===== config.mk =====
export PLATFORM = sky130hd
export DESIGN_NAME = ins_fetch_flat
export DESIGN_NICKNAME = d
export VERILOG_FILES = /design/src/rtl/ins_fetch_if.sv /design/src/rtl/ins_fetch.sv /design/src/flat_wrapper.sv
export SDC_FILE = /design/constraint.sdc
export NUM_CORES = 1
export LEC_CHECK = 0
export BUFFER_PORTS_ARGS = -buffer_cell sky130_fd_sc_hd__buf_2
export CORE_ASPECT_RATIO = 0.7
export CORE_MARGIN = 2
export CORE_UTILIZATION = 43
export CTS_CLUSTER_DIAMETER = 40
export DETAILED_ROUTE_END_ITERATION = 6
export PLACE_DENSITY_LB_ADDON = 0.1
export SETUP_SLACK_MARGIN = 0.4
export SYNTH_ARGS = -nofsm -noshare
export SYNTH_HDL_FRONTEND = slang
export SYNTH_SLANG_ARGS = --single-unit

===== constraint.sdc =====
create_clock -name clk -period 2 [get_ports clk]
set_input_delay 0.2 -clock clk [delete_from_list [all_inputs] [get_ports clk]]
set_output_delay 0.2 -clock clk [all_outputs]
set_load 0.03 [all_outputs]

===== src/rtl/ins_fetch_if.sv =====
// rtl/ins_fetch_if.sv - control, ROM and decoder-facing signals of the 8051 instruction fetch stage

interface ins_fetch_if #(
  parameter int PC_W = 16
) ();

  logic            fetch_req;
  logic            opr_req;
  logic            pc_load;
  logic [PC_W-1:0] pc_load_val;

  logic            rom_en;
  logic [PC_W-1:0] rom_addr;
  logic [7:0]      rom_data;

  logic [7:0]      instruction;
  logic [PC_W-1:0] ins_addr;
  logic            ins_valid;
  logic [7:0]      operand;
  logic            opr_valid;
  logic [PC_W-1:0] pc;
  logic            busy;

  // Control FSM + program ROM side.
  modport master (
    output fetch_req, opr_req, pc_load, pc_load_val, rom_data,
    input  rom_en, rom_addr, instruction, ins_addr, ins_valid,
           operand, opr_valid, pc, busy
  );

  // Fetch stage side.
  modport slave (
    input  fetch_req, opr_req, pc_load, pc_load_val, rom_data,
    output rom_en, rom_addr, instruction, ins_addr, ins_valid,
           operand, opr_valid, pc, busy
  );

endinterface


===== src/rtl/ins_fetch.sv =====
// rtl/ins_fetch.sv - 8051 instruction fetch stage: PC, opcode and operand reads from synchronous ROM

module ins_fetch #(
  parameter int              PC_W     = 16,
  parameter logic [PC_W-1:0] RESET_PC = '0
) (
  input logic         clk,
  input logic         rst_n,
  ins_fetch_if.slave  bus
);

  typedef enum logic [1:0] {
    IDLE     = 2'd0,
    OP_WAIT  = 2'd1,
    OPR_WAIT = 2'd2
  } state_t;

  state_t          state_q;
  state_t          state_d;

  logic [PC_W-1:0] pc_q;
  logic [PC_W-1:0] ins_addr_q;
  logic [7:0]      instruction_q;
  logic [7:0]      operand_q;
  logic            ins_valid_q;
  logic            opr_valid_q;

  always_ff @(posedge clk) begin
    if (!rst_n) begin
      state_q <= IDLE;
    end else begin
      state_q <= state_d;
    end
  end

  // pc_load wins over any read request in IDLE; requests while busy are dropped.
  always_comb begin
    state_d = state_q;
    case (state_q)
      IDLE: begin
        if (bus.pc_load) begin
          state_d = IDLE;
        end else if (bus.fetch_req) begin
          state_d = OP_WAIT;
        end else if (bus.opr_req) begin
          state_d = OPR_WAIT;
        end
      end
      OP_WAIT:  state_d = IDLE;
      OPR_WAIT: state_d = IDLE;
      default:  state_d = IDLE;
    endcase
  end

  always_comb begin
    bus.rom_en   = 1'b0;
    bus.rom_addr = pc_q;
    bus.busy     = (state_q != IDLE);
    if (state_q == IDLE && !bus.pc_load && (bus.fetch_req || bus.opr_req)) begin
      bus.rom_en = 1'b1;
    end
  end

  always_ff @(posedge clk) begin
    if (!rst_n) begin
      pc_q          <= RESET_PC;
      ins_addr_q    <= RESET_PC;
      instruction_q <= 8'h00;
      operand_q     <= 8'h00;
      ins_valid_q   <= 1'b0;
      opr_valid_q   <= 1'b0;
    end else begin
      ins_valid_q <= 1'b0;
      opr_valid_q <= 1'b0;
      case (state_q)
        IDLE: begin
          if (bus.pc_load) begin
            pc_q <= bus.pc_load_val;
          end else if (bus.fetch_req) begin
            ins_addr_q <= pc_q;
            pc_q       <= pc_q + 1'b1;
          end else if (bus.opr_req) begin
            pc_q <= pc_q + 1'b1;
          end
        end
        // A jump during a wait retargets pc but the old-address byte still lands.
        OP_WAIT: begin
          instruction_q <= bus.rom_data;
          ins_valid_q   <= 1'b1;
          if (bus.pc_load) begin
            pc_q <= bus.pc_load_val;
          end
        end
        OPR_WAIT: begin
          operand_q   <= bus.rom_data;
          opr_valid_q <= 1'b1;
          if (bus.pc_load) begin
            pc_q <= bus.pc_load_val;
          end
        end
        default: ;
      endcase
    end
  end

  assign bus.pc          = pc_q;
  assign bus.ins_addr    = ins_addr_q;
  assign bus.instruction = instruction_q;
  assign bus.operand     = operand_q;
  assign bus.ins_valid   = ins_valid_q;
  assign bus.opr_valid   = opr_valid_q;

endmodule


===== src/flat_wrapper.sv =====
// flat-port wrapper written by rule: the top's interface ports become plain ports
module ins_fetch_flat 
#(
  parameter int              PC_W     = 16,
  parameter logic [PC_W-1:0] RESET_PC = '0
)
  (clk, rst_n, bus_fetch_req, bus_opr_req, bus_pc_load, bus_pc_load_val, bus_rom_data, bus_rom_en, bus_rom_addr, bus_instruction, bus_ins_addr, bus_ins_valid, bus_operand, bus_opr_valid, bus_pc, bus_busy);
  ins_fetch_if #(.PC_W(PC_W)) bus_i ();
  input logic clk;
  input logic rst_n;
  input wire logic [$bits(bus_i.fetch_req)-1:0] bus_fetch_req;
  input wire logic [$bits(bus_i.opr_req)-1:0] bus_opr_req;
  input wire logic [$bits(bus_i.pc_load)-1:0] bus_pc_load;
  input wire logic [$bits(bus_i.pc_load_val)-1:0] bus_pc_load_val;
  input wire logic [$bits(bus_i.rom_data)-1:0] bus_rom_data;
  output wire logic [$bits(bus_i.rom_en)-1:0] bus_rom_en;
  output wire logic [$bits(bus_i.rom_addr)-1:0] bus_rom_addr;
  output wire logic [$bits(bus_i.instruction)-1:0] bus_instruction;
  output wire logic [$bits(bus_i.ins_addr)-1:0] bus_ins_addr;
  output wire logic [$bits(bus_i.ins_valid)-1:0] bus_ins_valid;
  output wire logic [$bits(bus_i.operand)-1:0] bus_operand;
  output wire logic [$bits(bus_i.opr_valid)-1:0] bus_opr_valid;
  output wire logic [$bits(bus_i.pc)-1:0] bus_pc;
  output wire logic [$bits(bus_i.busy)-1:0] bus_busy;
  assign bus_i.fetch_req = bus_fetch_req;
  assign bus_i.opr_req = bus_opr_req;
  assign bus_i.pc_load = bus_pc_load;
  assign bus_i.pc_load_val = bus_pc_load_val;
  assign bus_i.rom_data = bus_rom_data;
  assign bus_rom_en = bus_i.rom_en;
  assign bus_rom_addr = bus_i.rom_addr;
  assign bus_instruction = bus_i.instruction;
  assign bus_ins_addr = bus_i.ins_addr;
  assign bus_ins_valid = bus_i.ins_valid;
  assign bus_operand = bus_i.operand;
  assign bus_opr_valid = bus_i.opr_valid;
  assign bus_pc = bus_i.pc;
  assign bus_busy = bus_i.busy;
  ins_fetch #(.PC_W(PC_W), .RESET_PC(RESET_PC)) u_core (.clk(clk), .rst_n(rst_n), .bus(bus_i));
endmodule

* Word level (Yosys, flattened, before mapping)
Index checks and enable logic that the tools add are counted.
Widths: inputs -> output; s select.
** Word-level totals
- Register bits after elaboration :: 52
- Input bits :: 29
- Output and inout bits :: 68
** Operators by class
- Add/sub/neg operators :: 1
- Eq/ne operators :: 4
- Muxes and demuxes :: 10
- Bitwise gates (word level) :: 3
- Reduce and logical (&&, ||, !) cells :: 13
** Operators by type and width (count)
- $mux 16 :: 4
- $pmux 16 s2 :: 1
- $add 16x1->16 const B :: 1
- $reduce_and 3->1 :: 2
- $reduce_bool 2->1 :: 3
- $mux 1 :: 5
- $ne 4x4->1 const B :: 1
- $reduce_or 4->1 :: 1
- $not 1->1 :: 3
- $reduce_or 3->1 :: 1
- $eq 2x1->1 const B :: 1
- $eq 2x2->1 const B :: 1
- $logic_and 1x1->1 :: 2
- $logic_not 2->1 :: 1
- $ne 2x1->1 const B :: 1
- $reduce_or 2->1 :: 1
- $logic_not 1->1 :: 1
- $logic_or 1x1->1 :: 1

* Logic depth before layout (Yosys ltp)
Gate-level depths: netlist (run 1).
- Depth after elaboration :: 5
- Gate-level depth with buffers :: 8
- Mapped depth without buffers :: 6

* Worst setup path before layout (run 1)
Ideal clock, no wire load.
- Path type :: register to register
- Start :: register u_core.state_q[0]
- End :: register u_core.pc_q[15] (netlist: u_core.bus.pc[15])
- Arrival time :: 1.821 ns
- Required time :: 1.878 ns
- Slack :: 0.058 ns
- Cell stages (with the launch flop) :: 8
- Period minus slack after synthesis :: 1.942 ns
- Cell sequence :: dfxtp_1 inv_1 ha_1 nor2b_1 or3_1 buf_2 a22o_1 a221o_1
** On the way
- Cells in the longest elaborated chain, start to end :: 4
- Elaborated cells on any way between the ends :: 9
- Those cells by class :: 4 x eq/ne; 1 x mux; 4 x reduce/logical
** RTL lines
- start: declaration :: RTL line ins_fetch.sv:18 : state_t state_q;
- start signal: assignment :: RTL line ins_fetch.sv:32 : state_q <= state_d;
- $eq 2x1->1 or $eq 2x2->1 (tied branches) :: RTL line ins_fetch.sv:75 : case (state_q)
- $reduce_or 2->1 (no source line)
- $ne 2x1->1 (no source line) or $reduce_bool 2->1 (tied branches)
- $reduce_and 3->1 (no source line)
- end signal: assignment :: RTL line ins_fetch.sv:78 : pc_q <= bus.pc_load_val;
- end signal: assignment :: RTL line ins_fetch.sv:81 : pc_q <= pc_q + 1'b1;
- end signal: assignment :: RTL line ins_fetch.sv:83 : pc_q <= pc_q + 1'b1;
- end: declaration :: RTL line ins_fetch.sv:21 : logic [PC_W-1:0] pc_q;
Parallel ways exist; a longest one is shown, timed or not.
A chain may end at the register's enable or synchronous reset.

* Final worst setup path (run 1)
- Start :: register u_core.state_q[1]
- End :: register u_core.pc_q[15] (netlist: u_core.bus.pc[15])
Same word-level chain as after synthesis.

==> flow_metrics.py, run 1 <==
metrics = {
    "outcome": {
        "status": "completed",
    },
    "floorplan": {
        "core_area_um2": 5340,
        "die_h_um": 66.8,
        "initial_core_util": 0.453,
        "die_area_um2": 6250,
        "num_rows": 22,
        "fp.dieW_um": 93.7,
        "num_io_pins": 97,
    },
    "cells_and_area": {
        "multiInputGateArea_um2": 1310,
        "fillers": 501,
        "syn_to_final_growth_pct": 36.0,
        "diodes": 0,
        "ff_latch_area_um2": 1050,
        "drive_above_1_share": 0.422,
        "nets": 419,
        "final-instance-count-excl-fill": 458,
    },
    "placement": {
        "dp.cells": 434,
        "hpwl_um": 4770,
        "pre_cts_slack_ns": 0.0606,
        "gp_congestion": 0.848,
        "port-buffer-count": 96,
    },
    "detailed_routing": {
        "via_per_inst": 5.29,
        "route.vias.total": 2422,
        "routedWlPerCell_um": 14.7,
        "drt_first_iter_violations": 153,
        "postRouteWirelength_um": 6750,
        "remaining_drc_errors": 0,
        "dr.pass1.iters": 5,
        "postRouteAntennaNets": 0,
    },
    "sta": {
        "holdWs_ns": 0.141,
        "grt_setup_unrepaired": "yes",
        "finalSetupViolations": 0,
        "slew_viol_final": 0,
        "fin_crit_sh": 0.869,
        "setup_ws_ns": 0.261,
        "finalHoldViolCount": 0,
        "post-route-min-period_ns": 1.74,
        "fin_tns_setup_ns": 0,
        "worst_pin_slew_ns": 0.529,
        "clock.fmax_mhz": 575,
        "slew-limit-headroom": 0.647,
        "fin_skew_ns": 0.00881,
    },
    "job": {
        "max_cap_viol_count": 0,
    },
    "worst_hold_path": {
        "hold_path_end": "u_core.bus.instruction[1]$_SDFFE_PN0P_",
        "whs_path_depth": 3,
        "hold_class": "primary input to register",
        "hp-start": "bus_rom_data[1]",
    },
    "clock_tree": {
        "cts_tree": "done",
        "postCtsHoldBufs": 0,
        "cts-root-buf": "clkbuf_8",
        "clk_pin_slew_worst_paths_ns": 0.10,
        "htree_levels": 2,
        "clk_latency_ns": 0.31,
        "cts.path.max_buffers": 2,
        "cts_num_sinks": 52,
        "cts_made_buffers": 5,
    },
    "synthesis": {
        "yosys.area.top_type": "dfxtp_1",
        "synthTopCellsByCount": "52 x dfxtp_1, 41 x nand2_1, 29 x a21oi_1, 29 x nor2_1, 17 x buf_4",
        "ys_types": 41,
        "syn_area_per_cell_um2": 8.40,
        "synth_warnings": 0,
        "syn_area_um2": 2420,
        "synth_top_area_frac": 0.430,
        "synth_fp_nets": 322,
        "syn_inst": 288,
        "ys_seq_elements": 52,
        "yosys-top-cells-area": "dfxtp_1 43%, mux2i_1 6.6%, nand2_1 6.4%, a21oi_1 6.0%, buf_4 5.3%",
        "synth_most_common_cell": "dfxtp_1",
        "async_reset_ff_frac": 0,
        "synth_ff_type": "dfxtp_1",
        "ys_seq_area_frac": 0.430,
        "synth_edf_count": 0,
    },
    "worst_setup_path": {
        "crit_arrival_ns": 1.95,
        "critPathBufInv": 1,
        "crit_fanout": 4,
        "slowest_stage": "or3_4",
        "r2r_cells": 6,
        "worstReg2RegStart": "u_core.state_q[1]$_SDFFE_PP0P_",
        "critical-path-top-delay-family": "compound AO/OA/AOI/OAI gates",
        "worstReg2RegEnd": "u_core.bus.pc[15]$_SDFFE_PN0P_",
        "endpoint_kind": "register",
        "critPathLaunchType": "register",
        "ff2ff_setup_slack_ns": 0.26,
        "criticalPathCategory": "register to register",
        "path_cells": "inv_2 > ha_4 > nor2b_4 > or3_4 > a22o_1 > a221o_1",
        "cp.required_ns": 2.21,
        "cp_slowest_stage_delay_ns": 0.37,
    },
    "power_and_ir_drop": {
        "swShare": 0.324,
        "powerDensity_nw_per_um2": 756,
        "p_sw_uw": 805,
        "p_clk_frac": 0.295,
        "irDropWorstVdd_mv": 0.338,
        "leakagePower_nw": 1.48,
        "p_seq_frac": 0.466,
        "power_mw": 2.49,
        "intPower_mw": 1.68,
        "combPwrFrac": 0.239,
    },
    "grt": {
        "antenna_found_initial": 0,
        "grt_use_total": 0.210,
        "grt_pass1_vias": 2050,
        "grt_pass1_wl_um": 10200,
        "overflow": 0,
        "grt_max_degree": 23,
    },
}
## flip-flops by register name (all words and copies together) (netlist names)
signal                  cells
u_core.state_q              2
u_core.bus.pc              16
u_core.bus.operand          8
u_core.bus.instruction      8
u_core.bus.ins_addr        16
u_core.bus.opr_valid        1
u_core.bus.ins_valid        1
## cells in the final DEF, fill, tap and decap left out, types with 6 or more instances in the layout
master    synthesis  layout
a211oi_1          9       8
a21oi_1          29      28
buf_2             3      96
buf_4            17      25
dfxtp_1          52      43
dfxtp_2           0       8
mux2i_1          16      16
nand2_1          41      40
nand4_1           6       6
nor2_1           29      29
o21ai_0           9       8
## power groups by stage
stage	registers, mW	logic [mW]	clock network [mW]
global placement	1.17	0.534	0
floorplan	1.27	0.303	0
global route	1.17	0.638	0.801
detailed placement	1.18	0.537	0
finish	1.16	0.595	0.733
CTS	1.15	0.557	0.756
## layout make-up
class / instances / share of cell area
inverter: 8 / 0.00913
clock inverter: 3 / 0.0141
multi-input combinational: 195 / 0.397
timing repair buffer: 123 / 0.211
tap: 72 / 0.0274
clock buffer: 5 / 0.0209
sequential: 52 / 0.321
## worst reg2reg max path, delay by kind of cell (launching register included)
| family | cells | cell delay, ns |
|---|---|---|
| AOI/OAI and AO/OA | 2 | 0.52 |
| adders and majority gates | 1 | 0.23 |
| buffers and inverters | 1 | 0.05 |
| DFF | 1 | 0.34 |
| and+or+nand+nor | 2 | 0.50 |
## what timing repair did
action                                 4_1_cts  5_1_grt
buffers inserted                             7        9
setup endpoints to repair                    9       32
endpoints found under the hold margin        0        0
resized for setup                            7       25
pin swaps                                    4        7
## metrics by stage
step | instance area (um2) | utilization
2_1_floorplan | 2470 | -
3_3_place_gp | 2910 | 0.545
3_5_place_dp | 2910 | 0.545
4_1_cts | 3100 | 0.581
5_1_grt | 3290 | 0.616
6_report | 3290 | 0.616
## kinds of logic after synthesis
kind of cell / synth area share
AO/OA/AOI/OAI: 0.184
adder cells (fa/ha/maj): 0.0259
buffers and inverters: 0.0915
flip-flops: 0.430
multiplexers: 0.0662
AND/OR/NAND/NOR: 0.202
## worst max path at each step
stage                                   start                              to  slack, ns  depth (start not counted)
2_1_floorplan  u_core.state_q[1]$_SDFFE_PP0P_  u_core.bus.pc[15]$_SDFFE_PN0P_       0.17                          7
3_3_place_gp   u_core.state_q[1]$_SDFFE_PP0P_  u_core.bus.pc[15]$_SDFFE_PN0P_       0.11                          6
3_5_place_dp   u_core.state_q[0]$_SDFFE_PP0P_  u_core.bus.pc[15]$_SDFFE_PN0P_       0.06                          6
4_1_cts        u_core.state_q[1]$_SDFFE_PP0P_  u_core.bus.pc[15]$_SDFFE_PN0P_       0.24                          6
5_1_grt        u_core.state_q[0]$_SDFFE_PP0P_  u_core.bus.pc[15]$_SDFFE_PN0P_       0.22                          6
6_report       u_core.state_q[1]$_SDFFE_PP0P_  u_core.bus.pc[15]$_SDFFE_PN0P_       0.26                          6
## per-layer routing
layer | share of wire | GRT usage | vias up
li1 | - | - | 1189
met4 | 0.0073 | 0.0562 | 0
met2 | 0.44 | 0.308 | 102
met1 | 0.48 | 0.314 | 1123
met5 | 0 | 0 | -
met3 | 0.077 | 0.0396 | 8
Power figures use the tool's default switching activity.
==> run 2: changes to the inputs <==
--- a/config.mk
+++ b/config.mk
@@ -11,7 +11,7 @@
 export CORE_UTILIZATION = 43
 export CTS_CLUSTER_DIAMETER = 40
 export DETAILED_ROUTE_END_ITERATION = 6
-export PLACE_DENSITY_LB_ADDON = 0.1
+export PLACE_DENSITY = 0.85
 export SETUP_SLACK_MARGIN = 0.4
 export SYNTH_ARGS = -nofsm -noshare
 export SYNTH_HDL_FRONTEND = slang
==> run 2 against run 1 <==
- non-clock buffer count grew 5
- critical path depth up 1
- final cell count rose by 0.87%
- first-iteration DRC count up 75%
- critical endpoint is now u_core.bus.pc[14]$_SDFFE_PN0P_
==> flow_metrics.py, run 2 (same netlist as run 1, synthesis figures left out) <==
metrics = {
    "outcome": {
        "status": "completed",
    },
    "grt": {
        "grt_use_total": 0.217,
        "grt_pass1_vias": 2180,
        "antenna_found_initial": 0,
        "grt_max_degree": 26,
        "overflow": 0,
        "grt_pass1_wl_um": 10600,
    },
    "cells_and_area": {
        "nets": 424,
        "drive_above_1_share": 0.454,
        "multiInputGateArea_um2": 1360,
        "finalCoreUtilization": 0.639,
        "syn_to_final_growth_pct": 41.0,
        "layout_common_cells": "96 x buf_2, 48 x dfxtp_1, 40 x nand2_1",
        "diodes": 0,
        "fillers": 423,
        "ff_latch_area_um2": 1050,
        "final_common_cell": "buf_2",
    },
    "power_and_ir_drop": {
        "irDropWorstVdd_mv": 0.342,
        "p_sw_uw": 834,
        "swShare": 0.345,
        "p_clk_frac": 0.243,
        "intPower_mw": 1.58,
        "leakagePower_nw": 1.52,
        "powerDensity_nw_per_um2": 708,
        "p_seq_frac": 0.479,
        "combPwrFrac": 0.278,
    },
    "clock_tree": {
        "clk_pin_slew_worst_paths_ns": 0.09,
        "clk_latency_ns": 0.31,
        "cts.path.max_buffers": 2,
        "htree_levels": 2,
        "cts_num_sinks": 52,
        "cts-root-buf": "clkbuf_8",
        "cts_made_buffers": 5,
        "postCtsHoldBufs": 0,
        "cts_tree": "done",
    },
    "worst_setup_path": {
        "cp.required_ns": 2.19,
        "criticalPathCategory": "register to register",
        "crit_fanout": 5,
        "critPathLaunchType": "register",
        "endpoint_kind": "register",
        "crit_arrival_ns": 2.08,
    },
    "sta": {
        "fin_crit_sh": 0.944,
        "fin_tns_setup_ns": 0,
        "slew-limit-headroom": 0.631,
        "slew_viol_final": 0,
        "worst_pin_slew_ns": 0.553,
        "finalSetupViolations": 0,
        "finalHoldViolCount": 0,
        "grt_setup_unrepaired": "yes",
        "fin_skew_ns": 0.00647,
        "post-route-min-period_ns": 1.89,
        "clock.fmax_mhz": 530,
    },
    "floorplan": {
        "fp.dieW_um": 93.7,
        "num_io_pins": 97,
        "die_h_um": 66.8,
        "initial_core_util": 0.453,
        "die_area_um2": 6250,
        "num_rows": 22,
        "core_area_um2": 5340,
    },
    "detailed_routing": {
        "postRouteWirelength_um": 7710,
        "drt_first_iter_violations": 268,
        "remaining_drc_errors": 0,
        "postRouteAntennaNets": 0,
        "route.vias.total": 2594,
        "dr.pass1.iters": 5,
        "via_per_inst": 5.61,
        "routedWlPerCell_um": 16.7,
    },
    "worst_hold_path": {
        "hold_class": "primary input to register",
    },
    "job": {
        "max_cap_viol_count": 0,
    },
    "placement": {
        "port-buffer-count": 96,
        "gp_congestion": 0.910,
        "hpwl_um": 4710,
    },
}
run 2: cell count changes in the layout (fill, tap and decap cells not counted), moves of 3 or more:
cell / change
buf_6: +6
nor2_1: -3
a211oi_1: -5
dfxtp_1: +5
dfxtp_2: -5
nor2_2: +3
a211oi_2: +5
buf_4: -3
run 2: per-stage QoR:
step | hold WS [ns] | instances | area [um2] | setup WS (ns) | total power [mW]
after floorplan | 0.265 | 288 | 2470 | 0.172 | 1.57
after global placement | 0.439 | 432 | 2910 | 0.120 | 1.70
after detailed placement | 0.443 | 432 | 2910 | 0.0325 | 1.71
after CTS | 0.131 | 455 | 3240 | 0.193 | 2.35
after global routing | 0.161 | 462 | 3410 | 0.0935 | 2.50
final | 0.144 | 462 | 3410 | 0.112 | 2.42
run 2: area by class of cell:
class,count,area share
clock buffers,5,0.0202
inverters,8,0.00880
clock inverters,2,0.00367
repair buffers,128,0.234
multi-input cells,195,0.399
flip-flops and latches,52,0.307
well taps,72,0.0264
run 2: layer usage:
| metal | routed length (um) | global-route usage | up-vias | part of all wire |
|---|---|---|---|---|
| met5 | 0 | 0 | - | 0 |
| met4 | 167 | 0.0634 | 0 | 0.022 |
| met3 | 636 | 0.0362 | 22 | 0.083 |
| met2 | 3670 | 0.367 | 156 | 0.48 |
| met1 | 3240 | 0.288 | 1208 | 0.42 |
| li1 | - | - | 1208 | - |
run 2: power groups by stage:
stage	logic [mW]	registers (mW)	clock network, mW
after global routing	0.710	1.17	0.629
after CTS	0.615	1.15	0.587
after global placement	0.528	1.17	0
after floorplan	0.303	1.27	0
after detailed placement	0.537	1.18	0
final	0.672	1.16	0.587
run 2: timing repair:
item / CTS / global route
setup endpoints to repair: 23 / 32
setup buffers: 14 / 7
resized for setup: 25 / 26
gates cloned: 2 / 0
pin swaps: 17 / 12
run 2: final timing paths:
kind	start	end	slack, ns	depth (start not counted)
min	bus_rom_data[1]	u_core.bus.instruction[1]$_SDFFE_PN0P_	0.14	3
max reg2reg	u_core.state_q[1]$_SDFFE_PP0P_	u_core.bus.pc[14]$_SDFFE_PN0P_	0.11	7
max	u_core.state_q[1]$_SDFFE_PP0P_	u_core.bus.pc[14]$_SDFFE_PN0P_	0.11	7
min reg2reg	u_core.bus.ins_addr[8]$_SDFFE_PN0P_	u_core.bus.ins_addr[8]$_SDFFE_PN0P_	0.46	2
run 2: critical path: stages (launching register included):
cell and delay, ns:
dfxtp_2 0.35, inv_2 0.05, ha_4 0.23, nor2b_4 0.13, or3_4 0.40, buf_6 0.14, o41ai_2 0.33, a21oi_1 0.14
==> run 3: changes to the inputs <==
--- a/config.mk
+++ b/config.mk
@@ -5,13 +5,14 @@
 export SDC_FILE = /design/constraint.sdc
 export NUM_CORES = 1
 export LEC_CHECK = 0
-export BUFFER_PORTS_ARGS = -buffer_cell sky130_fd_sc_hd__buf_2
 export CORE_ASPECT_RATIO = 0.7
 export CORE_MARGIN = 2
-export CORE_UTILIZATION = 43
+export CORE_UTILIZATION = 56
 export CTS_CLUSTER_DIAMETER = 40
 export DETAILED_ROUTE_END_ITERATION = 6
-export PLACE_DENSITY = 0.85
+export DONT_BUFFER_PORTS = 1
+export GPL_TIMING_DRIVEN = 0
+export PLACE_DENSITY = 0.84
 export SETUP_SLACK_MARGIN = 0.4
 export SYNTH_ARGS = -nofsm -noshare
 export SYNTH_HDL_FRONTEND = slang
==> run 3 against run 2 <==
- register-to-register slack worse by 0.02 ns
- clock skew is 0.0012 ns higher
- sequential power is 10% higher
- first-iteration DRC count is 45% lower
- worst setup slack worse by 0.017 ns
- utilization is 12 points higher
- power is 4.5% higher
- combinational power is 31% lower
- via count is 12% lower
- sequential cell count stayed put
- critical endpoint is now u_core.bus.pc[15]$_SDFFE_PN0P_
- highest routed layer unchanged
==> flow_metrics.py, run 3 (same netlist as run 1, synthesis figures left out) <==
metrics = {
    "cells_and_area": {
        "finalCoreUtilization": 0.759,
        "diodes": 0,
        "layout_common_cells": "40 x nand2_1, 40 x dfxtp_1, 35 x buf_4",
        "drive_above_1_share": 0.324,
        "syn_to_final_growth_pct": 26.8,
        "nets": 351,
        "fillers": 294,
    },
    "worst_hold_path": {
        "hold_class": "primary input to register",
    },
    "detailed_routing": {
        "dr.pass1.iters": 4,
        "postRouteAntennaNets": 0,
        "postRouteWirelength_um": 6970,
        "routedWlPerCell_um": 18.8,
        "remaining_drc_errors": 0,
        "via_per_inst": 6.19,
        "drt_first_iter_violations": 148,
        "route.vias.total": 2291,
    },
    "grt": {
        "grt_max_degree": 16,
        "antenna_found_initial": 0,
        "overflow": 0,
        "grt_pass1_wl_um": 9760,
        "grt_use_total": 0.263,
        "grt_pass1_vias": 2027,
    },
    "floorplan": {
        "die_h_um": 59,
        "die_area_um2": 4870,
        "initial_core_util": 0.599,
        "num_io_pins": 97,
        "num_rows": 19,
        "fp.dieW_um": 82.6,
        "core_area_um2": 4040,
    },
    "outcome": {
        "status": "completed",
    },
    "worst_setup_path": {
        "slowest_stage": "or3_4",
        "r2r_cells": 7,
        "worstReg2RegStart": "u_core.state_q[0]$_SDFFE_PP0P_",
        "critPathBufInv": 2,
        "critPathCapture": "u_core.bus.pc[15]$_SDFFE_PN0P_",
        "criticalPathCategory": "register to register",
        "worstReg2RegEnd": "u_core.bus.pc[15]$_SDFFE_PN0P_",
        "cp_slowest_stage_delay_ns": 0.38,
        "ff2ff_setup_slack_ns": 0.1,
        "critPathLaunchType": "register",
        "endpoint_kind": "register",
        "crit_start": "u_core.state_q[0]$_SDFFE_PP0P_",
        "crit_fanout": 4,
        "critical-path-top-delay-family": "compound AO/OA/AOI/OAI gates",
        "cp.depth": 7,
        "path_cells": "inv_2 > ha_4 > nor2b_4 > or3_4 > buf_6 > a22o_1 > a221o_1",
        "cp.required_ns": 2.19,
        "crit_arrival_ns": 2.10,
    },
    "sta": {
        "slew-limit-headroom": 0.612,
        "worst_pin_slew_ns": 0.580,
        "setup_ws_ns": 0.0957,
        "clock.fmax_mhz": 525,
        "post-route-min-period_ns": 1.90,
        "fin_skew_ns": 0.00769,
        "fin_crit_sh": 0.952,
        "grt_setup_unrepaired": "yes",
        "finalHoldViolCount": 0,
        "slew_viol_final": 0,
        "finalSetupViolations": 0,
    },
    "clock_tree": {
        "cts.path.max_buffers": 2,
        "htree_levels": 2,
        "cts_made_buffers": 5,
        "cts_num_sinks": 52,
        "clk_pin_slew_worst_paths_ns": 0.09,
        "cts_tree": "done",
        "cts-root-buf": "clkbuf_8",
        "clk_latency_ns": 0.31,
    },
    "job": {
        "max_cap_viol_count": 0,
    },
    "placement": {
        "hpwl_um": 4490,
        "gp_congestion": 0.876,
        "pre_cts_slack_ns": -0.0509,
        "port-buffer-count": 0,
    },
    "power_and_ir_drop": {
        "irDropWorstVdd_mv": 0.542,
        "powerDensity_nw_per_um2": 823,
        "leakagePower_nw": 1.18,
    },
}
==> run 3: cell count changes in the layout (fill, tap and decap cells not counted), sizes merged <==
cell,change
clkbuf,+14
buf,-86
dlygate4sd3,+1
clkinvlp,-1
bufinv,+1
clkinv,-1
==> run 3: how the worst min path moves through the flow <==
stage	cells after the start	from	slack (ns)	end
global route	2	bus_pc_load_val[0]	0.04	u_core.bus.pc[0]$_SDFFE_PN0P_
floorplan	1	bus_fetch_req	0.27	u_core.state_q[1]$_SDFFE_PP0P_
CTS	2	bus_fetch_req	0.02	u_core.state_q[0]$_SDFFE_PP0P_
detailed placement	1	bus_fetch_req	0.28	u_core.state_q[1]$_SDFFE_PP0P_
global placement	1	bus_fetch_req	0.27	u_core.state_q[1]$_SDFFE_PP0P_
finish	2	bus_pc_load_val[0]	0.04	u_core.bus.pc[0]$_SDFFE_PN0P_
==> run 3: layout make-up <==
type | instances | area [um2] | share of cell area
buffer | 33 | 250 | 0.0815
clock buffer | 7 | 96.3 | 0.0314
tap | 52 | 65.1 | 0.0212
clock inverter | 1 | 30.0 | 0.00978
inverter | 8 | 30.0 | 0.00978
sequential | 52 | 1070 | 0.347
timing repair buffer | 22 | 189 | 0.0616
multi-input combinational | 195 | 1340 | 0.437
==> run 3: worst reg2reg max path, cell delays in order, from the launching register on <==
cell and delay, ns:
dfxtp_2 0.35, inv_2 0.05, ha_4 0.24, nor2b_4 0.13, or3_4 0.38, buf_6 0.14, a22o_1 0.22, a221o_1 0.30
==> run 3: timing repair <==
item	in CTS	in global routing
gates resized for setup	27	49
pin swaps	4	12
hold endpoints to repair	1	0
setup endpoints to repair	27	43
cloned	0	3
setup buffers	8	10
hold buffers	1	0
==> run 3: report_power, final <==
part / internal (mW) / switching [mW] / leakage (nW) / total (mW)
Sequential: 1.09 / 0.189 / 0.430 / 1.28
Clock: 0.442 / 0.337 / 0.0645 / 0.779
Combinational: 0.202 / 0.262 / 0.683 / 0.464
Total: 1.74 / 0.788 / 1.18 / 2.53
==> run 3: layer usage <==
layer  GRT usage  part of all wire  wire length, um  vias to the layer above
met5           0                 0                0                        -
met4      0.0539            0.0082               57                        0
met3      0.0777              0.11              737                        9
met2       0.418              0.47             3290                      126
met1       0.359              0.41             2890                     1098
li1            -                 -                -                     1058
==> run 3: through the flow <==
step	TNS, ns	cells	instance area, um2	power, mW	hold WS, ns
finish	0	370	3070	2.53	0.0373
global route	0	370	3070	2.61	0.0392
CTS	0	357	2810	2.44	0.0217
detailed placement	-0.0509	340	2530	1.65	0.278
global placement	-0.00503	340	2530	1.64	0.269
floorplan	0	288	2470	1.57	0.265
